File: src/rtl/hdmi_rx_pkg.sv
// Shared types for the HDMI receive data-island path: packet type codes,
// demux FSM states, the stereo sample word and the InfoFrame checksum helper.
package hdmi_rx_pkg;

  localparam logic [7:0] PKT_NULL  = 8'h00;
  localparam logic [7:0] PKT_ACR   = 8'h01;
  localparam logic [7:0] PKT_AUDIO = 8'h02;
  localparam logic [7:0] PKT_AVI   = 8'h82;
  localparam logic [7:0] PKT_SPD   = 8'h83;
  localparam logic [7:0] PKT_AIF   = 8'h84;

  typedef enum logic [2:0] {
    ST_IDLE,
    ST_DECODE,
    ST_AUDIO,
    ST_CHECK,
    ST_COMMIT
  } demux_state_t;

  // Full 24-bit samples are stored; the top bits are taken at the output.
  typedef struct packed {
    logic [23:0] right;
    logic [23:0] left;
  } stereo_sample_t;

  // Sum of the payload bytes of subpacket j whose PB index is within the length.
  function automatic logic [7:0] subpacket_sum(input logic [55:0] sp,
                                               input logic [1:0]  j,
                                               input logic [4:0]  len);
    logic [7:0] s;
    s = 8'd0;
    for (int k = 0; k < 7; k++) begin
      if ((int'(j) * 7 + k) <= int'(len)) s = s + sp[8*k +: 8];
    end
    return s;
  endfunction

endpackage

File: src/rtl/audio_sample_fifo.sv
// First-word-fall-through FIFO of stereo samples; a push into a full FIFO
// succeeds when a pop happens in the same cycle.
module audio_sample_fifo
  import hdmi_rx_pkg::*;
#(
  parameter int unsigned DEPTH = 8
) (
  input  logic           clk_pixel,
  input  logic           reset,
  input  logic           push,
  input  logic           pop,
  input  stereo_sample_t push_data,
  output stereo_sample_t head,
  output logic           empty,
  output logic           full
);

  localparam int unsigned PTR_W = $clog2(DEPTH);
  localparam int unsigned CNT_W = PTR_W + 1;

  stereo_sample_t   mem [DEPTH];
  logic [PTR_W-1:0] wr_ptr;
  logic [PTR_W-1:0] rd_ptr;
  logic [CNT_W-1:0] count;
  logic [CNT_W-1:0] count_next;
  logic             do_push;
  logic             do_pop;

  assign do_pop     = pop && !empty;
  assign do_push    = push && (!full || do_pop);
  assign count_next = count + CNT_W'(do_push) - CNT_W'(do_pop);
  assign head       = mem[rd_ptr];

  always_ff @(posedge clk_pixel) begin
    if (reset) begin
      for (int i = 0; i < int'(DEPTH); i++) mem[i] <= '0;
      wr_ptr <= '0;
      rd_ptr <= '0;
      count  <= '0;
      empty  <= 1'b1;
      full   <= 1'b0;
    end else begin
      if (do_push) begin
        mem[wr_ptr] <= push_data;
        wr_ptr      <= wr_ptr + PTR_W'(1);
      end
      if (do_pop) rd_ptr <= rd_ptr + PTR_W'(1);
      count <= count_next;
      empty <= (count_next == '0);
      full  <= (count_next == CNT_W'(DEPTH));
    end
  end

endmodule

File: src/rtl/packet_demux.sv
// Dispatches received data-island packets: audio samples to a FIFO, ACR and
// InfoFrame fields to registers. Define PACKET_DEMUX_CHECKSUM_EN to verify InfoFrame checksums.
module packet_demux
  import hdmi_rx_pkg::*;
#(
  parameter int unsigned AUDIO_BIT_WIDTH = 16,
  parameter int unsigned FIFO_DEPTH      = 8
) (
  input  logic                            clk_pixel,
  input  logic                            reset,
  input  logic                            packet_valid,
  input  logic                            packet_error,
  input  logic [23:0]                     header,
  input  logic [3:0][55:0]                sub,
  input  logic                            video_field_end,
  output logic                            audio_valid,
  input  logic                            audio_ready,
  output logic [1:0][AUDIO_BIT_WIDTH-1:0] audio_sample_word,
  output logic [19:0]                     acr_n,
  output logic [19:0]                     acr_cts,
  output logic                            acr_update,
  output logic [6:0]                      vic,
  output logic [2:0]                      infoframe_missing,
  output logic                            audio_overflow,
  output logic [7:0]                      drop_count
);

  localparam logic [2:0][7:0] IF_TYPES = {PKT_SPD, PKT_AVI, PKT_AIF};

  demux_state_t     state;
  logic [23:0]      hdr_q;
  logic [3:0][55:0] sub_q;
  logic [1:0]       idx;
  logic [2:0][1:0]  field_cnt;
  logic [7:0]       hb0;
  logic             push_c;
  logic             overflow_c;
  logic             decode_drop_c;
  logic             csum_fail_c;
  logic             csum_ok_c;
  logic [1:0]       drop_inc_c;
  logic [8:0]       drop_sum_c;
  logic             fifo_empty;
  logic             fifo_full;
  stereo_sample_t   head;
  logic             unused_bits;

  assign hb0 = hdr_q[7:0];

`ifdef PACKET_DEMUX_CHECKSUM_EN
  logic [7:0] csum;
  logic [7:0] csum_next_c;
  assign csum_next_c = csum + subpacket_sum(sub_q[idx], idx, hdr_q[20:16]);
  assign csum_ok_c   = (csum_next_c == 8'd0);
  assign csum_fail_c = (state == ST_CHECK) && (idx == 2'd3) && !csum_ok_c;
`else
  assign csum_ok_c   = 1'b1;
  assign csum_fail_c = 1'b0;
`endif

  // Drop sources: busy/errored arrival, audio layout 1, checksum failure.
  assign decode_drop_c = ((state == ST_DECODE) && (hb0 == PKT_AUDIO) && hdr_q[12]) || csum_fail_c;
  assign drop_inc_c    = 2'(packet_valid && ((state != ST_IDLE) || packet_error)) + 2'(decode_drop_c);
  assign drop_sum_c    = 9'(drop_count) + 9'(drop_inc_c);

  assign push_c     = (state == ST_AUDIO) && hdr_q[8 + 32'(idx)];
  assign overflow_c = push_c && fifo_full && !audio_ready;

  audio_sample_fifo #(
    .DEPTH(FIFO_DEPTH)
  ) u_fifo (
    .clk_pixel(clk_pixel),
    .reset    (reset),
    .push     (push_c),
    .pop      (audio_ready),
    .push_data(stereo_sample_t'(sub_q[idx][47:0])),
    .head     (head),
    .empty    (fifo_empty),
    .full     (fifo_full)
  );

  assign audio_valid          = !fifo_empty;
  assign audio_sample_word[0] = head.left[23 -: AUDIO_BIT_WIDTH];
  assign audio_sample_word[1] = head.right[23 -: AUDIO_BIT_WIDTH];
  assign infoframe_missing    = {field_cnt[2][1], field_cnt[1][1], field_cnt[0][1]};
  assign unused_bits          = ^{hdr_q, sub_q, head, csum_ok_c};

  always_ff @(posedge clk_pixel) begin
    if (reset) begin
      state          <= ST_IDLE;
      hdr_q          <= '0;
      sub_q          <= '0;
      idx            <= '0;
      acr_n          <= '0;
      acr_cts        <= '0;
      acr_update     <= 1'b0;
      vic            <= '0;
      audio_overflow <= 1'b0;
      drop_count     <= '0;
`ifdef PACKET_DEMUX_CHECKSUM_EN
      csum           <= '0;
`endif
    end else begin
      acr_update <= 1'b0;
      drop_count <= drop_sum_c[8] ? 8'hFF : drop_sum_c[7:0];
      if (overflow_c) audio_overflow <= 1'b1;
      case (state)
        ST_IDLE: begin
          if (packet_valid && !packet_error) begin
            hdr_q <= header;
            sub_q <= sub;
            state <= ST_DECODE;
          end
        end
        ST_DECODE: begin
          idx <= 2'd0;
          case (hb0)
            PKT_NULL: state <= ST_IDLE;
            PKT_ACR: begin
              acr_cts    <= {sub_q[0][11:8], sub_q[0][23:16], sub_q[0][31:24]};
              acr_n      <= {sub_q[0][35:32], sub_q[0][47:40], sub_q[0][55:48]};
              acr_update <= 1'b1;
              state      <= ST_IDLE;
            end
            PKT_AUDIO: state <= hdr_q[12] ? ST_IDLE : ST_AUDIO;
            PKT_AVI, PKT_SPD, PKT_AIF: begin
`ifdef PACKET_DEMUX_CHECKSUM_EN
              csum  <= hdr_q[7:0] + hdr_q[15:8] + hdr_q[23:16];
              state <= ST_CHECK;
`else
              state <= ST_COMMIT;
`endif
            end
            default: state <= ST_IDLE;
          endcase
        end
        ST_AUDIO: begin
          idx <= idx + 2'd1;
          if (idx == 2'd3) state <= ST_IDLE;
        end
`ifdef PACKET_DEMUX_CHECKSUM_EN
        ST_CHECK: begin
          csum <= csum_next_c;
          idx  <= idx + 2'd1;
          if (idx == 2'd3) state <= csum_ok_c ? ST_COMMIT : ST_IDLE;
        end
`endif
        ST_COMMIT: begin
          if (hb0 == PKT_AVI) vic <= sub_q[0][38:32];
          state <= ST_IDLE;
        end
        default: state <= ST_IDLE;
      endcase
    end
  end

  // Per-type field counters; a commit clear beats a simultaneous field end.
  always_ff @(posedge clk_pixel) begin
    if (reset) begin
      field_cnt <= {3{2'd2}};
    end else begin
      for (int k = 0; k < 3; k++) begin
        if ((state == ST_COMMIT) && (hb0 == IF_TYPES[k])) field_cnt[k] <= 2'd0;
        else if (video_field_end && (field_cnt[k] != 2'd3)) field_cnt[k] <= field_cnt[k] + 2'd1;
      end
    end
  end

endmodule

File: config.mk
export PLATFORM = sky130hd
export DESIGN_NAME = packet_demux
export DESIGN_NICKNAME = d
export VERILOG_FILES = /design/src/rtl/hdmi_rx_pkg.sv /design/src/rtl/audio_sample_fifo.sv /design/src/rtl/packet_demux.sv
export SDC_FILE = /design/constraint.sdc
export NUM_CORES = 1
export LEC_CHECK = 0
export ABC_AREA = 1
export CAP_MARGIN = 0
export CORE_AREA = 2 2 237 239
export CTS_CLUSTER_SIZE = 30
export DETAILED_ROUTE_END_ITERATION = 8
export DIE_AREA = 0 0 239 241
export PLACE_DENSITY = 0.7
export SYNTH_ARGS = -nofsm -noshare
export SYNTH_HDL_FRONTEND = slang
export SYNTH_SLANG_ARGS = --single-unit
File: constraint.sdc
create_clock -name clk_pixel -period 6.9 [get_ports clk_pixel]
set_clock_uncertainty 0.15 [all_clocks]
set_input_delay 1.38 -clock clk_pixel [delete_from_list [all_inputs] [get_ports clk_pixel]]
set_output_delay 1.38 -clock clk_pixel [all_outputs]
set_load 0.005 [all_outputs]
==> flow_summary.ini <==
[status]
status = finished, final reports clean

[detailed_routing]
met2_length_mm = 30.2
highest_layer = met5
met3_length_mm = 6.46
viasPerCell = 5.45
drtIter0Drc = 1697
drcViolationCount = 0
avgRoutedWirePerCell_um = 19.4
via_count = 18100
dr.pass1.iters = 6
wl_met1_mm = 26.4
ant_nets = 0
finalWirelength_mm = 64.7

[global_routing]
grt_pass1_wl_mm = 99.4
antenna_found_initial = 11
overflow = 0
grt_pass1_vias = 17400
track_usage_pct = 22.3
grt_max_degree = 161

[setup_path]
ff2ff_setup_slack_ns = 3.48
endpoint = audio_sample_word[15]
crit_fanout = 104
worst_setup_path_end_kind = output port
r2r_end = sub_q[55]
crit_arrival_ns = 3.81
slowest_delay_ns = 0.92
worstPathRequired_ns = 5.37
crit_type = flip-flop to output port
path_cells = inv_2 > buf_4 > o21ai_0 > o21ai_0 > nand2_1 > nand2_1 > clkdlybuf4s50_1
cp_slowest_cell = buf_4
crit_path_start_kind = flip-flop
ff2ff_path_depth = 6
worstReg2RegStart = state[0]

[placed_design]
portBuffers = 255
gp_congestion = 0.840
place_hpwl_mm = 39.8
dp_worst_setup_slack_ns = 1.89
place_area_sq_um = 24800

[power_and_ir_drop]
p_int_mw = 5.23
peakVddDrop_v = 0.000184
finalPower_mw = 7.25
combPwrFrac_pct = 18.0
power_density_nw_per_um2 = 275
p_sw_share_pct = 27.8
leakagePower_nw = 9.27
p_sw_mw = 2.02
clkPwrFrac_pct = 36.1
seqPwrFrac_pct = 46.0

[clock_tree]
cts_made_buffers = 50
postCtsHoldBufs = 0
post-cts-setup-buffers = 0
clk_pin_slew_ns = 0.06
clock_latency_ns = 0.60
cts_sinks = 496
cts_root_buffer = clkbuf_16
cts_resized = 0
h-tree-depth = 2
max-clock-path-buffers = 3
cts_tree = done

[logic_synthesis]
async_flop_share_pct = 0
yosysUniqueCellTypes = 33
syn_area_sq_um = 21900
synth_cells = 2437
avgSynthCellArea_sq_um = 8.97
ys_seq_elements = 496
synth.yosys.seq_area_share_pct = 57.1
synth-edff-count = 256
ys.flop_type = edfxtp_1
synth_fp_nets = 2704
ys_warn_count = 0

[die]
dieArea_sq_um = 57600
fp-row-count = 86
initial_core_util_pct = 39.9
die_w_um = 239
core-area_sq_um = 54900
io_pins = 347
die_y_um = 241

[layout]
layout_common_cells = nor2_1, o21ai_0, edfxtp_1, clkdlybuf4s50_1, dfxtp_1
layout_commonest_cell = nor2_1
fin_util_pct = 48.0
area_delta_synth_final_pct = 20.5
drive_gt1_share_pct = 10.3
final_cell_area_sq_um = 26400
layout.nets = 2849

[timing]
finalHoldViolCount = 0
maxSlewHeadroom_pct = 26.8
rsz0062_at_grt = false
finalCritPeriodShare_pct = 77.3
worst_slew_pin_slew_ns = 1.10
fin_tns_setup_ns = 0
final-setup-viol-count = 0
worst_slack_ns = 1.56
final_max_slew_viol_count = 0
fmax_mhz = 187
post-route-min-period_ns = 5.34

[min_path]
worstHoldStart = sub_q[39]
hp-class = flip-flop to flip-flop

[flow_run]
drv_cap = 0
[sequential cells by signal (all words and copies together), names as in the netlist, 2 cells and up, named ones only]
name,count
sub_q,144
field_cnt,3
u_fifo.rd_ptr,3
vic,7
state,3
hdr_q,13
idx,2
u_fifo.mem,256
u_fifo.count,4
u_fifo.wr_ptr,3
drop_count,8
acr_cts,20
infoframe_missing,3
acr_n,20
[synthesized netlist by cell type, types with 2 or more instances]
master    instances  share of area, %
dfxtp_1         240                22
nor3_2          103               4.7
nand3_1          25              0.57
clkinv_1          2             0.034
buf_2            49               1.1
xnor2_1           4              0.16
edfxtp_1        256                35
nand3_2           3              0.14
inv_2             6              0.10
clkbuf_1        124               2.1
or2_2             2             0.057
inv_1            74               1.3
buf_4             4              0.14
nor2_1          597                10
nand3b_1          2             0.069
xor2_1            6              0.24
a21oi_1          63               1.4
buf_1            12              0.21
nand2_1         171               2.9
buf_6             5              0.26
fa_1              2              0.18
nor3_1          159               3.6
nand4_1          12              0.34
a21oi_2          32               1.3
o21ai_1          27              0.62
o21ai_0         440                10
ha_1             11              0.63
[layout make-up]
cell class                 count  area, sq um
antenna                        5         12.5
clock buffer                  75         1450
clock inverter                17          110
fill                        5078        28500
inverter                      82          312
multi-input combinational   1665         8290
sequential                   496        12500
tap                          704          881
timing repair buffer         287         2810
[power groups by stage]
stage	Clock [mW]	Combinational (mW)	Sequential, mW
2_1_floorplan	0	0.753	3.35
3_3_place_gp	0	1.26	3.39
3_5_place_dp	0	1.29	3.39
4_1_cts	2.64	1.30	3.33
5_1_grt	2.75	1.45	3.35
6_report	2.62	1.30	3.33
[worst max-delay path: cells and delay by family (launching register included)]
family | cells | cell delay, ns
AOI/OAI and AO/OA | 2 | 0.37
DFF | 1 | 0.52
and+or+nand+nor | 2 | 0.34
buffers and inverters | 3 | 1.90
[worst min path at each step]
stage	slack, ns	cells after the start	to
global placement	0.28	2	sub_q[39]
floorplan	0.27	2	sub_q[39]
CTS	0.30	2	sub_q[15]
finish	0.30	2	sub_q[39]
global route	0.32	2	sub_q[13]
detailed placement	0.29	2	sub_q[15]
[metal layers]
| metal | track usage, % | vias to the layer above |
|---|---|---|
| met3 | 6.13 | 111 |
| met2 | 36.7 | 727 |
| met1 | 28.3 | 8729 |
| met4 | 7.56 | 12 |
| li1 | - | 8567 |
| met5 | 0 | - |
[logic make-up (layout without fill, tap and decap cells)]
group,Yosys count,in the layout,synth area share [%]
AND/OR/NAND/NOR,1077,1077,22.9
AO/OA/AOI/OAI,564,564,13.5
flip-flops,496,496,57.1
buffers and inverters,276,461,5.26
adder cells (fa/ha/maj),13,13,0.812
XOR/XNOR,10,10,0.400
multiplexers,1,1,0.0515
other,0,5,0
[metrics by stage]
stage	hold slack [ns]	std cells
after floorplan	0.274	2437
after global placement	0.284	3234
after detailed placement	0.289	3234
after CTS	0.298	3326
after global routing	0.317	3331
final	0.299	3331
No activity file was read; power rests on OpenSTA's default activity.
